==> src/rtl/pipeline_ctrl.sv <==
// pipeline_ctrl: hazard scoreboard, stall generation and jump flush/redirect sequencing.
// Optional: define WB_BYPASS_EN so that a source retiring this cycle does not stall decode.
module pipeline_ctrl #(
    parameter int NUM_REGS     = 32,
    parameter int REG_ADDR_W   = 5,
    parameter int ADDR_W       = 32,
    parameter int DRAIN_CYCLES = 1
) (
    input  logic                  clk,
    input  logic                  reset,
    input  logic                  dec_valid,
    input  logic [REG_ADDR_W-1:0] dec_rs1,
    input  logic [REG_ADDR_W-1:0] dec_rs2,
    input  logic                  dec_rs1_used,
    input  logic                  dec_rs2_used,
    input  logic [REG_ADDR_W-1:0] dec_rd,
    input  logic                  dec_rd_we,
    input  logic                  ex_flush_req,
    input  logic [ADDR_W-1:0]     ex_flush_addr,
    input  logic                  mem_busy,
    input  logic                  wb_valid,
    input  logic [REG_ADDR_W-1:0] wb_rd,
    input  logic                  wb_we,
    output logic                  stall_fetch,
    output logic                  stall_decode,
    output logic                  stall_execute,
    output logic                  flush_fetch,
    output logic                  flush_decode,
    output logic                  redirect_valid,
    output logic [ADDR_W-1:0]     redirect_addr,
    output logic [NUM_REGS-1:0]   busy_mask
);
    localparam int CW = (DRAIN_CYCLES < 2) ? 1 : $clog2(DRAIN_CYCLES + 1);

    typedef enum logic [1:0] {IDLE, REDIRECT, DRAIN} state_t;

    state_t              state;
    logic [CW-1:0]       drain_cnt;
    logic [NUM_REGS-1:0] set_vec;
    logic [NUM_REGS-1:0] clr_vec;
    logic [NUM_REGS-1:0] hz_mask;
    logic                hazard;
    logic                issue;

    // Hazard detection, stall fan-out and scoreboard update vectors
    always_comb begin
        clr_vec = (wb_valid && wb_we && wb_rd != '0) ? (NUM_REGS'(1) << wb_rd) : '0;
`ifdef WB_BYPASS_EN
        hz_mask = busy_mask & ~clr_vec;
`else
        hz_mask = busy_mask;
`endif
        hazard = dec_valid & ((dec_rs1_used & hz_mask[dec_rs1]) | (dec_rs2_used & hz_mask[dec_rs2]));
        stall_decode = hazard | mem_busy;
        stall_fetch = stall_decode;
        stall_execute = mem_busy;
        issue = dec_valid & ~stall_decode & ~ex_flush_req & (state == IDLE);
        set_vec = (issue && dec_rd_we && dec_rd != '0) ? (NUM_REGS'(1) << dec_rd) : '0;
    end

    // Scoreboard: a younger writer setting a bit beats a same-cycle retirement clearing it
    always_ff @(posedge clk) begin
        if (reset)
            busy_mask <= '0;
        else
            busy_mask <= (busy_mask & ~clr_vec) | set_vec;
    end

    // Flush sequencer: latch target, pulse redirect/flush for one cycle, then hold issue while fetch refills
    always_ff @(posedge clk) begin
        if (reset) begin
            state          <= IDLE;
            drain_cnt      <= '0;
            redirect_valid <= 1'b0;
            redirect_addr  <= '0;
            flush_fetch    <= 1'b0;
            flush_decode   <= 1'b0;
        end else begin
            case (state)
                IDLE: begin
                    if (ex_flush_req && !mem_busy) begin
                        state          <= REDIRECT;
                        redirect_addr  <= ex_flush_addr;
                        redirect_valid <= 1'b1;
                        flush_fetch    <= 1'b1;
                        flush_decode   <= 1'b1;
                    end
                end
                REDIRECT: begin
                    state          <= DRAIN;
                    drain_cnt      <= CW'(DRAIN_CYCLES);
                    redirect_valid <= 1'b0;
                    flush_fetch    <= 1'b0;
                    flush_decode   <= 1'b0;
                end
                DRAIN: begin
                    drain_cnt <= drain_cnt - CW'(1);
                    if (drain_cnt == CW'(1))
                        state <= IDLE;
                end
                default: state <= IDLE;
            endcase
        end
    end
endmodule
==> config.mk <==
export PLATFORM = sky130hd
export DESIGN_NAME = pipeline_ctrl
export DESIGN_NICKNAME = d
export VERILOG_FILES = /design/src/rtl/pipeline_ctrl.sv
export SDC_FILE = /design/constraint.sdc
export NUM_CORES = 1
export LEC_CHECK = 0
export ABC_AREA = 0
export CORE_MARGIN = 1
export CORE_UTILIZATION = 30
export DETAILED_ROUTE_END_ITERATION = 10
export PLACE_DENSITY = 0.59
export SETUP_SLACK_MARGIN = 0.5
export SLEW_MARGIN = 20
export SYNTH_ARGS = -nofsm -noshare
export SYNTH_HDL_FRONTEND = slang
export SYNTH_SLANG_ARGS = --single-unit
==> constraint.sdc <==
create_clock -name clk -period 3.35 [get_ports clk]
set_input_delay 0.67 -clock clk [delete_from_list [all_inputs] [get_ports clk]]
set_output_delay 0.67 -clock clk [all_outputs]
set_load 0.03 [all_outputs]
# Word-level counts from Yosys, hierarchy flattened
# Cells that the tools add are included.
# totals
word_cells	53
regBits	68
inputBits	62
# classes
eq_ne	4
magnitude_cmp	2
shifts	2
n_addsub	1
mux	12
bitwise	13
reduce_logical	14
# op_table
operator	count
32-bit two-way mux	2
1-bit by 5-bit << shifter with 32-bit output (first input constant)	2
32-bit AND	1
32-bit NOT	1
32-bit OR	1
5-bit by 6-bit < comparator with 1-bit output (second input constant)	2
1-bit binary-select mux with 5-bit select	2
5-bit nonzero test	2
1-bit AND	6
2-bit case mux with 3 select lines	1
2-bit AND reduction	3
1-bit logical AND	5
2-bit two-way mux	2
1-bit case mux with 2 select lines	2
2-bit nonzero test	2
1-bit two-way mux	3
2-bit by 1-bit equality test with 1-bit output (second input constant)	1
2-bit equality test (second input constant)	1
2-bit zero test	1
2-bit by 1-bit != test with 1-bit output (second input constant)	1
2-bit != test (second input constant)	1
1-bit NOT	2
1-bit OR	2
1-bit zero test	1
1-bit subtractor (second input constant)	1

# Depth between registers and ports, before layout
# depth
word_depth	14
mapped_depth	9
mapped_depth_nobuf	7

# Least setup slack after synthesis
# No wires, ideal clock.
# synth_path
path_type	input -> output
start	input port dec_rs2[1]
end	output port stall_fetch
stages	9
arrival_time_ns	2.883
path_buffers	3
required_time_ns	2.680
setup_slack_ns	-0.203
path_cell_list	buf_6 -> mux4_1 -> mux4_2 -> nor2_2 -> nor4_2 -> a41o_4 -> buf_6 -> or2_2 -> buf_4
# synth_between
elab_chain_len	6
# synth_rtl
item	line_no	source
start: declaration	13	input logic [REG_ADDR_W-1:0] dec_rs2,
1-bit binary-select mux with 5-bit select	53	hazard = dec_valid & ((dec_rs1_used & hz_mask[dec_rs1]) | (dec_rs2_used & hz_mask[dec_rs2]));
1-bit two-way mux (implied by the code)	53	
1-bit AND	53	
1-bit OR	53	
1-bit AND	53	
1-bit OR	54	stall_decode = hazard | mem_busy;
end: declaration	24	output logic stall_fetch,
# No other way between the ends. The select of a mux whose other input is x is not followed.

# Worst setup path after layout
# layout_path
start	input port dec_rs2[1]
end	output port stall_decode
# layout_between
elab_chain_len	6
# layout_rtl
item	line_no	source
1-bit binary-select mux with 5-bit select	53	
1-bit two-way mux (implied by the code)	53	
1-bit AND	53	
1-bit OR	53	
1-bit AND	53	
1-bit OR	54	
end: declaration	25	output logic stall_decode,
# No other way between the ends. The select of a mux whose other input is x is not followed.

==> results by stage <==
Run status:
- The run finished with clean final reports.

Timing:
- Measured against its own limit, the worst slew margin works out to 54.7%.
- At the pin with the least slew margin, the transition time is 0.679 ns.
- The worst clock skew is 0.00753 ns.
- The minimum clock period after layout is 3.30 ns.
- After layout, the worst setup slack is 0.0466 ns.
- The final total negative setup slack is 0 ns.
- The final max-slew violation count was 0.
- The final setup violation count is 0.
- The achievable frequency is 303 MHz.
- Setup repair after global routing could not meet its margin everywhere.
- The count of final hold-check violations came to 0.
- The portion of the clock cycle consumed by the worst path in the final layout is 98.6%.

Pwr:
- IR analysis of the VDD net gives a maximum drop of 0.000206 V.
- The analysis attributes to cell leakage a power of 0.00209 µW.
- For this design the ratio of total power to cell area is 409 nW/µm².
- The design draws 2250 µW.

Worst setup path:
- The dominant delay contributor by cell family on the critical path is multiplexers.
- In this run the worst path has a maximum fanout of 6.
- On the critical path, the stage with the largest delay is an instance of sky130_fd_sc_hd__mux4_2.
- The buffers plus inverters on the worst setup path is 3.
- The maximum single-stage delay on the critical path is 0.49 ns.
- STA classifies the critical path startpoint as an input pin.
- The element type at the critical path end is an output pin.
- The critical path arrival is 2.63 ns.
- The signal on the critical path passes through buf_6, buf_12, mux4_2, mux4_2, nor2_2, nor4_2, a41o_4, or2_4, buf_6.
- The critical path is of the in -> out type.
- For the worst setup path, the data required time is 2.68 ns.

Detailed routing:
- The post-detailed-route wirelength per cell is 18.6 µm.
- The post-detailed-route via-to-cell ratio is 5.49.
- The number of vias in the routed layout is 3530.
- The detail route stage leaves a number of antenna-violating nets equal to 0.
- Summed over all layers, the routed wires come to 12000 µm.
- For this run, design rule violations remaining after detail routing come to 0.
- The first-pass detailed-route iteration total is 5.
- The count of routing violations after the opening detailed-route iteration is 272.

Layout:
- Cells with a size suffix above 1 make up 20.1% of the layout.
- The layout has 982 filler cells.
- The number of nets in the finished design is 563.
- Across the whole layout, storage elements account for 1360 µm².
- For this run, the share of the core covered by cells in the final layout is 50.4%.
- The repair_antennas step left the layout with diodes totalling 0.
- Relative to the synthesized area, the layout overhead comes to 61.5%.
- The final design area excluding fillers is 5510 µm².
- Summing all multi-input logic gate instances after layout gives 2080 µm².

Min path:
- The path class of the lowest-slack min-delay path is reg -> reg.

Floorplanning:
- The die covers 11800 µm².
- The area of the core is 10900 µm².
- The x dimension of the die is 109 µm.
- The top-level I/O count is 132.
- The die height is 109 µm.
- The initial utilization of the core area, before any placement, comes to 31.2%.
- The site row count is 38.

GRT:
- The initial antenna violation count came to 0.
- The total congestion overflow after global routing is 0.
- Global routing used 19.5% of the available tracks across all layers.
- The via count of the first global-routing pass is 3260.
- The maximum number of pins on one net before global-route repair is 34.
- The first global-routing pass estimated 17500 µm of wire.

Synthesis:
- Among all flip-flop cells after synthesis, the most frequent one is sky130_fd_sc_hd__dfxtp_1.
- The number of nets in the synthesized netlist is 425.
- The dominant combinational cell family by area after synthesis is compound AO/OA/AOI/OAI gates.
- Measured against the total synthesized area, the mux share comes to 14.2%.
- The count of unique library cells instantiated by Yosys is 37.
- The fraction of the mapped netlist area in simple logic gates is 18.1%.
- Synthesis produced a netlist whose cell count is 360.
- In this run, synthesis inferred 0 flip-flops with an integrated enable.
- The register bit total from synthesis is 68.
- The sequential area share after synthesis is 39.9%.
- The share of synthesized flip-flops with an asynchronous set or reset is 0%.
- The average cell area after synthesis is 9.47 µm².
- The adder-cell share of the synthesized area is 1.10%.
- After Yosys synthesis, XOR and XNOR cells account for 0% of the synthesized area.
- The synthesized netlist devotes 20.8% of its cell area to compound gates.
- The cell area that synthesis handed to floorplanning was 3410 µm².
- The number of warning messages in the yosys log is 0.

Place:
- Prior to clock tree synthesis, the placed netlist has a worst setup slack of -1.00 ns.
- The cell area after placement is 4920 µm².
- The last weighted congestion value of the routability-driven placer is 0.800.
- Detailed placement finished with a half-perimeter wire length of 8720 µm.
- The port buffer count is 131.

CTS:
- TritonCTS built the clock tree.
- The total CTS buffers is 9.
- For this design, the sink count on the clock tree is 68.
- Counting along the longest clock path gives a buffer depth of 2.
- The number of buffers inserted for hold repair after clock tree synthesis is 0.
- The clock reaches the later pin of the worst-skew pair after 0.33 ns.
- The H-tree depth is 3.
- Clock tree synthesis selected as its root buffer the cell sky130_fd_sc_hd__clkbuf_16.
- Clock-pin slew was measured on the worst setup and hold paths at 0.06 ns.

Run:
- The number of max-cap violations is 0.
[layout make-up]
class	instances	share of cell area, %
multi-input cells	256	37.7
flip-flops and latches	68	24.7
inverters	3	0.204
clock inverters	6	1.57
well taps	140	3.18
clock buffers	10	4.34
repair buffers	160	28.3
[path summary, 6_finish.rpt]
kind,start,endpoint,slack [ns],cells after the start
setup / recovery,dec_rs2[1],stall_decode,0.05,9
hold / removal,redirect_addr[1],redirect_addr[1],0.45,2
setup reg to reg,busy_mask[22],busy_mask[26],0.76,8
hold reg to reg,redirect_addr[1],redirect_addr[1],0.45,2
[placed cells by master (no fill, tap or decap), types with 6 or more instances in the layout]
cell type                         count
sky130_fd_sc_hd__mux4_2              12
sky130_fd_sc_hd__o41ai_2             26
sky130_fd_sc_hd__buf_4               27
sky130_fd_sc_hd__o211ai_1            15
sky130_fd_sc_hd__nand2_1             79
sky130_fd_sc_hd__clkbuf_16            9
sky130_fd_sc_hd__dfxtp_1             68
sky130_fd_sc_hd__mux4_1               6
sky130_fd_sc_hd__clkdlybuf4s50_1    123
sky130_fd_sc_hd__nor2_1              10
sky130_fd_sc_hd__nand3_1             11
sky130_fd_sc_hd__nand3b_1             6
sky130_fd_sc_hd__o311ai_0            11
sky130_fd_sc_hd__a21oi_1             35
[what timing repair did]
action,CTS,global route
setup buffers,2,0
pin swaps,2,0
resized for setup,36,34
setup endpoints to repair,33,32
[layer usage]
layer  track usage, %  wire [µm]
met4             4.54        125
met3             4.88        826
met1             27.1       5340
met2             30.3       5690
met5                0          0
[cell families (layout without fill, tap and decap cells)]
logic type	Yosys count	count (layout)
compound gates	98	98
fa+ha+maj	3	3
buf+inv	36	179
flops	68	68
mux	22	22
simple gates	133	133
[power breakdown]
part / switching [µW] / total, µW / internal (µW)
combinational: 206 / 374 / 168
sequential: 15.2 / 850 / 835
clock: 355 / 1030 / 671
[per-stage QoR]
| stage | instances | hold WS [ns] |
|---|---|---|
| 6_report | 643 | 0.452 |
| 2_1_floorplan | 360 | 0.496 |
| 5_1_grt | 643 | 0.470 |
| 3_5_place_dp | 625 | 0.448 |
| 4_1_cts | 643 | 0.456 |
| 3_3_place_gp | 625 | 0.442 |
[cells in the mapped netlist (6+ instances only)]
library cell / number / area (µm²)
sky130_fd_sc_hd__nand2_1: 79 / 297
sky130_fd_sc_hd__mux4_2: 8 / 180
sky130_fd_sc_hd__nand3b_1: 6 / 45.0
sky130_fd_sc_hd__clkbuf_1: 20 / 75.1
sky130_fd_sc_hd__o311ai_0: 11 / 96.3
sky130_fd_sc_hd__o211ai_1: 15 / 113
sky130_fd_sc_hd__nand3_1: 11 / 55.1
sky130_fd_sc_hd__dfxtp_1: 68 / 1360
sky130_fd_sc_hd__a21oi_1: 35 / 175
sky130_fd_sc_hd__o41ai_1: 31 / 272
sky130_fd_sc_hd__nor2_1: 10 / 37.5
sky130_fd_sc_hd__mux4_1: 10 / 263
[sequential cells by signal, summed over array words and instances, names as in the netlist]
name,cells
busy_mask,32
drain_cnt,1
redirect_addr,32
redirect_valid,1
state,2
[worst register-to-register path, stage by stage (launching register included)]
cell	delay, ns
sky130_fd_sc_hd__dfxtp_1	0.37
sky130_fd_sc_hd__mux4_2	0.49
sky130_fd_sc_hd__mux4_2	0.48
sky130_fd_sc_hd__nor2_2	0.11
sky130_fd_sc_hd__nor4_2	0.06
sky130_fd_sc_hd__a41o_4	0.26
sky130_fd_sc_hd__buf_4	0.16
sky130_fd_sc_hd__buf_12	0.18
sky130_fd_sc_hd__o41ai_2	0.39
(Power assumes the default switching activity.)
